$ cat src/rtl/hue_pkg.sv
// Shared types for the hue sequencer: the six colour-wheel phases and
// the phase-advance helper.
package hue_pkg;

  localparam int NUM_PHASES = 6;

  // Each name lists which channel is held high, ramping up or ramping down.
  typedef enum logic [2:0] {
    PH_R_GUP = 3'd0,
    PH_RDN_G = 3'd1,
    PH_G_BUP = 3'd2,
    PH_GDN_B = 3'd3,
    PH_RUP_B = 3'd4,
    PH_R_BDN = 3'd5
  } phase_t;

  function automatic phase_t next_phase(input phase_t p);
    phase_t n;
    case (p)
      PH_R_GUP: n = PH_RDN_G;
      PH_RDN_G: n = PH_G_BUP;
      PH_G_BUP: n = PH_GDN_B;
      PH_GDN_B: n = PH_RUP_B;
      PH_RUP_B: n = PH_R_BDN;
      default:  n = PH_R_GUP;
    endcase
    return n;
  endfunction

endpackage

$ cat src/rtl/hue_sequencer_tick_gen.sv
// Free-running step divider: pulses o_tick on every CYCLES-th enabled clock.
// Disabled clocks hold the count so no partial step is lost.
module tick_gen #(
  parameter int CYCLES = 2000
) (
  input  logic clk,
  input  logic rst,
  input  logic i_clr,
  input  logic i_en,
  output logic o_tick
);
  localparam int CW = (CYCLES > 1) ? $clog2(CYCLES) : 1;
  localparam logic [CW-1:0] LAST = CW'(CYCLES - 1);

  logic [CW-1:0] cnt_q;
  logic [CW-1:0] cnt_d;

  assign o_tick = i_en && (cnt_q == LAST);

  always_comb begin
    cnt_d = cnt_q;
    if (i_en) begin
      if (o_tick) begin
        cnt_d = '0;
      end else begin
        cnt_d = cnt_q + 1'b1;
      end
    end
  end

  always_ff @(posedge clk) begin
    if (rst || i_clr) begin
      cnt_q <= '0;
    end else begin
      cnt_q <= cnt_d;
    end
  end

endmodule

$ cat src/rtl/hue_sequencer.sv
// Six-phase colour wheel feeding three PWM generators: one channel ramps
// per phase so the hue moves continuously with no jumps at boundaries.
module hue_sequencer
  import hue_pkg::*;
#(
  parameter int DUTY_MAX    = 2000,
  parameter int STEP_CYCLES = 2000,
  localparam int DW         = $clog2(DUTY_MAX + 1)
) (
  input  logic          clk,
  input  logic          rst,
  input  logic          i_en,
  input  logic          i_restart,
  output logic [DW-1:0] o_r_duty,
  output logic [DW-1:0] o_g_duty,
  output logic [DW-1:0] o_b_duty,
  output logic [2:0]    o_phase,
  output logic          o_wrap
);
  localparam logic [DW-1:0] MAX       = DW'(DUTY_MAX);
  localparam logic [DW-1:0] RAMP_LAST = DW'(DUTY_MAX - 1);

  logic          tick;
  logic [DW-1:0] ramp_q;
  logic [DW-1:0] ramp_d;
  phase_t        phase_q;
  phase_t        phase_d;
  logic          wrap_q;
  logic          wrap_d;
  logic [DW-1:0] ramp_inv;

  tick_gen #(
    .CYCLES (STEP_CYCLES)
  ) u_tick_gen (
    .clk    (clk),
    .rst    (rst),
    .i_clr  (i_restart),
    .i_en   (i_en),
    .o_tick (tick)
  );

  // Phase register is the sequencer state; the ramp is its sub-step.
  always_comb begin
    ramp_d  = ramp_q;
    phase_d = phase_q;
    wrap_d  = 1'b0;
    if (tick) begin
      if (ramp_q < RAMP_LAST) begin
        ramp_d = ramp_q + 1'b1;
      end else begin
        ramp_d  = '0;
        phase_d = next_phase(phase_q);
        wrap_d  = (phase_q == PH_R_BDN);
      end
    end
  end

  always_ff @(posedge clk) begin
    if (rst || i_restart) begin
      ramp_q  <= '0;
      phase_q <= PH_R_GUP;
      wrap_q  <= 1'b0;
    end else begin
      ramp_q  <= ramp_d;
      phase_q <= phase_d;
      wrap_q  <= wrap_d;
    end
  end

  // ramp never exceeds MAX-1, so this DW-bit subtraction cannot wrap.
  assign ramp_inv = MAX - ramp_q;

  always_comb begin
    o_r_duty = MAX;
    o_g_duty = '0;
    o_b_duty = '0;
    case (phase_q)
      PH_R_GUP: begin
        o_r_duty = MAX;
        o_g_duty = ramp_q;
        o_b_duty = '0;
      end
      PH_RDN_G: begin
        o_r_duty = ramp_inv;
        o_g_duty = MAX;
        o_b_duty = '0;
      end
      PH_G_BUP: begin
        o_r_duty = '0;
        o_g_duty = MAX;
        o_b_duty = ramp_q;
      end
      PH_GDN_B: begin
        o_r_duty = '0;
        o_g_duty = ramp_inv;
        o_b_duty = MAX;
      end
      PH_RUP_B: begin
        o_r_duty = ramp_q;
        o_g_duty = '0;
        o_b_duty = MAX;
      end
      PH_R_BDN: begin
        o_r_duty = MAX;
        o_g_duty = '0;
        o_b_duty = ramp_inv;
      end
      default: begin
        o_r_duty = MAX;
        o_g_duty = '0;
        o_b_duty = '0;
      end
    endcase
  end

  assign o_phase = phase_q;
  assign o_wrap  = wrap_q;

endmodule

$ cat config.mk
export PLATFORM = sky130hd
export DESIGN_NAME = hue_sequencer
export DESIGN_NICKNAME = d
export VERILOG_FILES = /design/src/rtl/hue_pkg.sv /design/src/rtl/hue_sequencer_tick_gen.sv /design/src/rtl/hue_sequencer.sv
export SDC_FILE = /design/constraint.sdc
export NUM_CORES = 1
export LEC_CHECK = 0
export CAP_MARGIN = 20
export CORE_ASPECT_RATIO = 0.8
export CORE_MARGIN = 10
export CORE_UTILIZATION = 50
export CTS_BUF_LIST = sky130_fd_sc_hd__clkbuf_8
export CTS_CLUSTER_DIAMETER = 30
export DETAILED_ROUTE_END_ITERATION = 6
export GPL_TIMING_DRIVEN = 0
export MAX_ROUTING_LAYER = met4
export PLACE_DENSITY = 0.79
export SLEW_MARGIN = 25
export SYNTH_ARGS = -nofsm -noshare
export SYNTH_HDL_FRONTEND = slang
export SYNTH_SLANG_ARGS = --single-unit
$ cat constraint.sdc
create_clock -name clk -period 2.7 [get_ports clk]
set_input_delay 0.27 -clock clk [delete_from_list [all_inputs] [get_ports clk]]
set_output_delay 0.27 -clock clk [all_outputs]
set_load 0.01 [all_outputs]
# --- Yosys cells after proc, flatten, opt, wreduce, memory -nomap -nowiden ---
# Cells that the tools add are included.
totals:
  in_bits: 4
  output_inout_bits: 37
  register_bits: 26
  wordCells: 30
op_classes:
  eq_ne: 6
  bitwise: 2
  mux: 6
  reduce_logical: 8
  order_cmp: 1
  addsub: 3
ops:
  columns: ["cell", "n"]
  rows:
  - ["11-bit one-hot mux with 3 select lines", 3]
  - ["11-bit by 1-bit adder with 11-bit output, second input constant", 2]
  - ["11-bit two-way mux", 2]
  - ["3-bit one-hot mux with 5 select lines", 1]
  - ["11-bit == test, second input constant", 1]
  - ["11-bit less-than comparator, second input constant", 1]
  - ["11-bit subtractor, first input constant", 1]
  - ["3-bit by 2-bit == test with 1-bit output, second input constant", 2]
  - ["3-bit == test, second input constant", 2]
  - ["2-bit OR reduction", 3]
  - ["3-bit by 1-bit == test with 1-bit output, second input constant", 1]
  - ["3-bit logical NOT", 1]
  - ["3-bit OR reduction", 1]
  - ["1-bit inverter", 2]
  - ["2-bit AND reduction", 1]
  - ["1-bit logical AND", 1]
  - ["1-bit logical OR", 1]

# --- Logic depth before layout (Yosys ltp) ---
depth:
  ltp_word: 4
  mapped_depth: 8
  ltp_nobuf: 7

# --- Hierarchy ---
# A second synthesis with hierarchy kept.
unflattened:
  hier_cells: 263
  hier_area_um2: 1963.1
modules_own_cells:
  columns: ["mod", "cells_per_inst", "area_each_um2", "instances"]
  rows:
  - ["hue_sequencer", 203, 1426.4, 1]
  - ["tick_gen", 60, 536.8, 1]

# --- Worst setup path before layout ---
# Ideal clock, no wire load.
synth_timing:
  path_kind: "reg-to-output"
  start: "register ramp_q[1]"
  end: "output port o_g_duty[10]"
  setup_slack_ns: 0.400
  arrival_ns: 2.030
  path_buffers: 1
  path_stages_with_launch: 9
  cell_sequence: "dfxtp_1 -> clkbuf_1 -> inv_1 -> ha_1 -> or3b_2 -> a21oi_2 -> nor2_1 -> xor2_1 -> a211oi_1"
synth_between:
  elab_chain_cells: 2
synth_rtl:
  columns: ["item", "line_no", "source"]
  rows:
  - ["start, declared", "hue_sequencer.sv:24", "logic [DW-1:0] ramp_q;"]
  - ["start signal, assigned", "hue_sequencer.sv:64", "ramp_q <= ramp_d;"]
  - ["11-bit subtractor", "hue_sequencer.sv:71", "assign ramp_inv = MAX - ramp_q;"]
  - ["11-bit one-hot mux with 3 select lines", "hue_sequencer.sv:77", "case (phase_q)"]
  - ["end, declared", "hue_sequencer.sv:15", "output logic [DW-1:0] o_g_duty,"]
# No other way between the ends.

# --- Final worst setup path ---
layout_timing:
  start: "register ramp_q[3]"
  end: "output port o_b_duty[7]"
layout_between:
  elab_chain_cells: 2
layout_rtl:
  columns: ["item", "line_no", "source"]
  rows:
  - ["11-bit subtractor", "hue_sequencer.sv:71", null]
  - ["11-bit one-hot mux with 3 select lines", "hue_sequencer.sv:77", null]
  - ["end, declared", "hue_sequencer.sv:16", "output logic [DW-1:0] o_b_duty,"]
# No other way between the ends.

==> load_flow_metrics.sql <==
INSERT INTO impl_metrics (metric_group, metric, value, unit) VALUES
('worst_setup_path', 'crit_arrival', '2320', 'ps'),
('worst_setup_path', 'reg2reg_from', 'ramp_q[2]', ''),
('synthesis', 'synth_sequential_area_ratio', '0.269', ''),
('clocking', 'worst_setup_hold_path_clk_slew', '90', 'ps'),
('finish', 'multi_input_area', '1370', 'um^2'),
('synthesis', 'avgSynthCellArea', '6.92', 'um^2'),
('floorplanning', 'total_i_o_pin_count', '41', ''),
('floorplanning', 'die_y', '75.6', 'um'),
('timing', 'final_min_period_over_clock_period', '0.961', ''),
('synthesis', 'synth-main-ff-cell', 'dfxtp_1', ''),
('finish', 'area.growth.synth_to_final', '28.9', '%'),
('drt', 'via_count', '2186', ''),
('floorplanning', 'fp.coreArea', '3750', 'um^2'),
('drt', 'detail_route.wl_per_cell', '16.5', 'um'),
('finish', 'antenna_cells_inserted', '0', ''),
('drt', 'firstDrtPassIters', '5', ''),
('floorplanning', 'die_w', '89.5', 'um'),
('place', 'dpl_worst_slack', '-333', 'ps'),
('worst_setup_path', 'source_of_the_critical_timing_path', 'ramp_q[3]', ''),
('worst_setup_path', 'critical_path_peak_fanout', '10', ''),
('synthesis', 'post_synth_mux_area_share', '0', ''),
('hold_path', 'worst_hold_startpoint', 'u_tick_gen.cnt_q[1]', ''),
('finish', 'final-seq-area', '523', 'um^2'),
('synthesis', 'synth-async-reset-ratio', '0', ''),
('synthesis', 'netlist_top_cells_count', 'nor2_1, dfxtp_1, a21oi_1', ''),
('finish', 'drive_gt1_frac', '0.127', ''),
('synthesis', 'synth_xor_xnor_area_share', '0.0907', ''),
('timing', 'min_period', '2590', 'ps'),
('clocking', 'clock_tree.root_cell', 'clkbuf_8', ''),
('global_route', 'wire_length_of_the_first_global_routing_pass', '10000', 'um'),
('place', 'hpwlAfterDp', '4500', 'um'),
('hold_path', 'timing.hold.worst.class', 'reg -> reg', ''),
('floorplanning', 'row_count', '20', ''),
('synthesis', 'synth_top_family_by_area', 'simple AND/OR/NAND/NOR gates', ''),
('timing', 'max_clock_skew', '1.70', 'ps'),
('timing', 'grt_setup_unrepaired', 'yes', ''),
('synthesis', 'synth_largest_area_cell', 'dfxtp_1', ''),
('outcome', 'outcome', 'finished clean', ''),
('power', 'power.ir.vdd_worst', '0.258', 'mV'),
('floorplanning', 'effective_utilization_at_floorplan', '0.515', ''),
('place', 'numPortBuffers', '40', ''),
('synthesis', 'synth_compound_area_frac', '0.224', ''),
('synthesis', 'synth_fa_ha_area_frac', '0.0194', ''),
('worst_setup_path', 'critical_path_required', '2430', 'ps'),
('worst_setup_path', 'timing.critical_path.from_type', 'flop', ''),
('timing', 'fmaxAchievable', '385', 'MHz'),
('timing', 'worst_slew_pin_slew', '617', 'ps'),
('place', 'gp_congestion', '0.958', ''),
('worst_setup_path', 'worstReg2RegEnd', 'o_phase[1]', ''),
('clocking', 'clk_path_buf_depth', '2', ''),
('power', 'cellLeakagePower', '0.895', 'nW'),
('global_route', 'maximum_number_of_pins_on_one_net_before_global_route_repair', '15', ''),
('drt', 'route.final.wire_length', '6040', 'um'),
('synthesis', 'synthesis.area', '1930', 'um^2'),
('timing', 'timing.slew.headroom', '0.585', ''),
('finish', 'final_nets', '331', ''),
('worst_setup_path', 'timing.reg2reg.setup_slack', '770', 'ps'),
('drt', 'vias_per_cell', '5.96', ''),
('global_route', 'antenna_found_initial', '0', ''),
('clocking', 'cts_num_sinks', '26', ''),
('global_route', 'grt_pass1_vias', '2069', ''),
('synthesis', 'syn-instance-count', '279', ''),
('clocking', 'hold_buffers', '0', ''),
('timing', 'worst_slack', '106', 'ps'),
('global_route', 'global_route.overflow_total', '0', ''),
('floorplanning', 'fp.dieArea', '6770', 'um^2'),
('run', 'max_cap_violations', '0', ''),
('synthesis', 'post-synth-top-area-fraction', '0.269', ''),
('finish', 'fill_cells', '353', ''),
('timing', 'hold_vio_cnt_final', '0', ''),
('clocking', 'cts_htree_levels', '1', '');
stage by stage:
| stage | TNS (ps) | instance area (um^2) | instances | power, mW | hold slack [ps] |
|---|---|---|---|---|---|
| 6_report | 0 | 2490 | 367 | 0.654 | 500 |
| 3_3_place_gp | -1880 | 2390 | 363 | 0.411 | 482 |
| 4_1_cts | 0 | 2460 | 368 | 0.658 | 500 |
| 5_1_grt | -50.4 | 2490 | 367 | 0.676 | 529 |
| 3_5_place_dp | -1740 | 2390 | 363 | 0.411 | 487 |
| 2_1_floorplan | 0 | 1930 | 279 | 0.402 | 364 |
cell type report:
class | instances | share of cell area
Clock buffer | 4 | 0.0221
Multi-Input combinational cell | 229 | 0.549
Inverter | 4 | 0.00603
Tap cell | 44 | 0.0221
Sequential cell | 26 | 0.210
Timing Repair Buffer | 42 | 0.158
Buffer | 18 | 0.0327
state kept, by name, summed over array words and instances (netlist names):
name,count
o_wrap,1
o_phase,3
u_tick_gen.cnt_q,11
ramp_q,11
worst max-delay path, stage by stage (launching register included):
cell and delay, ps:
dfxtp_1 310, buf_2 180, o41a_1 370, buf_4 180, o21ai_1 140, xnor2_1 120
a21oi_1 180, clkdlybuf4s50_1 560
what timing repair did:
| action | CTS | global route |
|---|---|---|
| pin swaps | 2 | 1 |
| setup endpoints to repair | 24 | 28 |
| gates resized for setup | 24 | 32 |
| buffers inserted | 2 | 0 |
layout by cell type, fill, tap and decap left out, drive strengths merged, types with 2 or more instances in the layout:
cell,count
or3,7
a311oi,4
nand3,10
o21ai,13
or2,4
nor2b,4
or3b,2
a211oi,6
clkdlybuf4s50,25
and2,3
nor3,12
dlymetal6s2s,3
nand4,5
nor2,56
a22oi,6
a31oi,3
xor2,9
inv,4
dlygate4sd2,7
nand2b,6
ha,3
buf,6
nand2,21
and3,2
a22o,3
clkbuf,22
nor4,2
dfxtp,26
xnor2,11
a21oi,23
power by group:
group	internal, mW	leakage, nW	switching [mW]	total (mW)
registers	0.384	0.211	0.000982	0.385
clock network	0.130	0.0288	0.122	0.252
logic	0.00648	0.656	0.00992	0.0164
total	0.521	0.895	0.133	0.654
per-layer routing:
| layer | wire length, um | vias to the layer above | global-route usage |
|---|---|---|---|
| met5 | 0 | - | - |
| met4 | 21 | 0 | 0.0264 |
| met3 | 530 | 6 | 0.0417 |
| met2 | 2560 | 103 | 0.270 |
| met1 | 2930 | 1005 | 0.271 |
| li1 | - | 1072 | - |
kinds of logic (layout without fill, tap and decap cells):
family                   after synthesis  after routing
AO/OA/AOI/OAI                         67             67
flip-flops                            26             26
XOR/XNOR                              20             20
AND/OR/NAND/NOR                      139            139
buffers and inverters                 24             68
adder cells (fa/ha/maj)                3              3
worst max-delay path by stage:
stage / end / slack, ps / depth (start not counted)
2_1_floorplan: o_g_duty[10] / 400 / 8
3_3_place_gp: o_g_duty[10] / -360 / 9
3_5_place_dp: o_g_duty[10] / -330 / 9
4_1_cts: o_g_duty[9] / 3 / 7
5_1_grt: o_b_duty[7] / -50 / 7
6_report: o_b_duty[7] / 110 / 7
No activity file was read; power rests on OpenSTA's default activity.
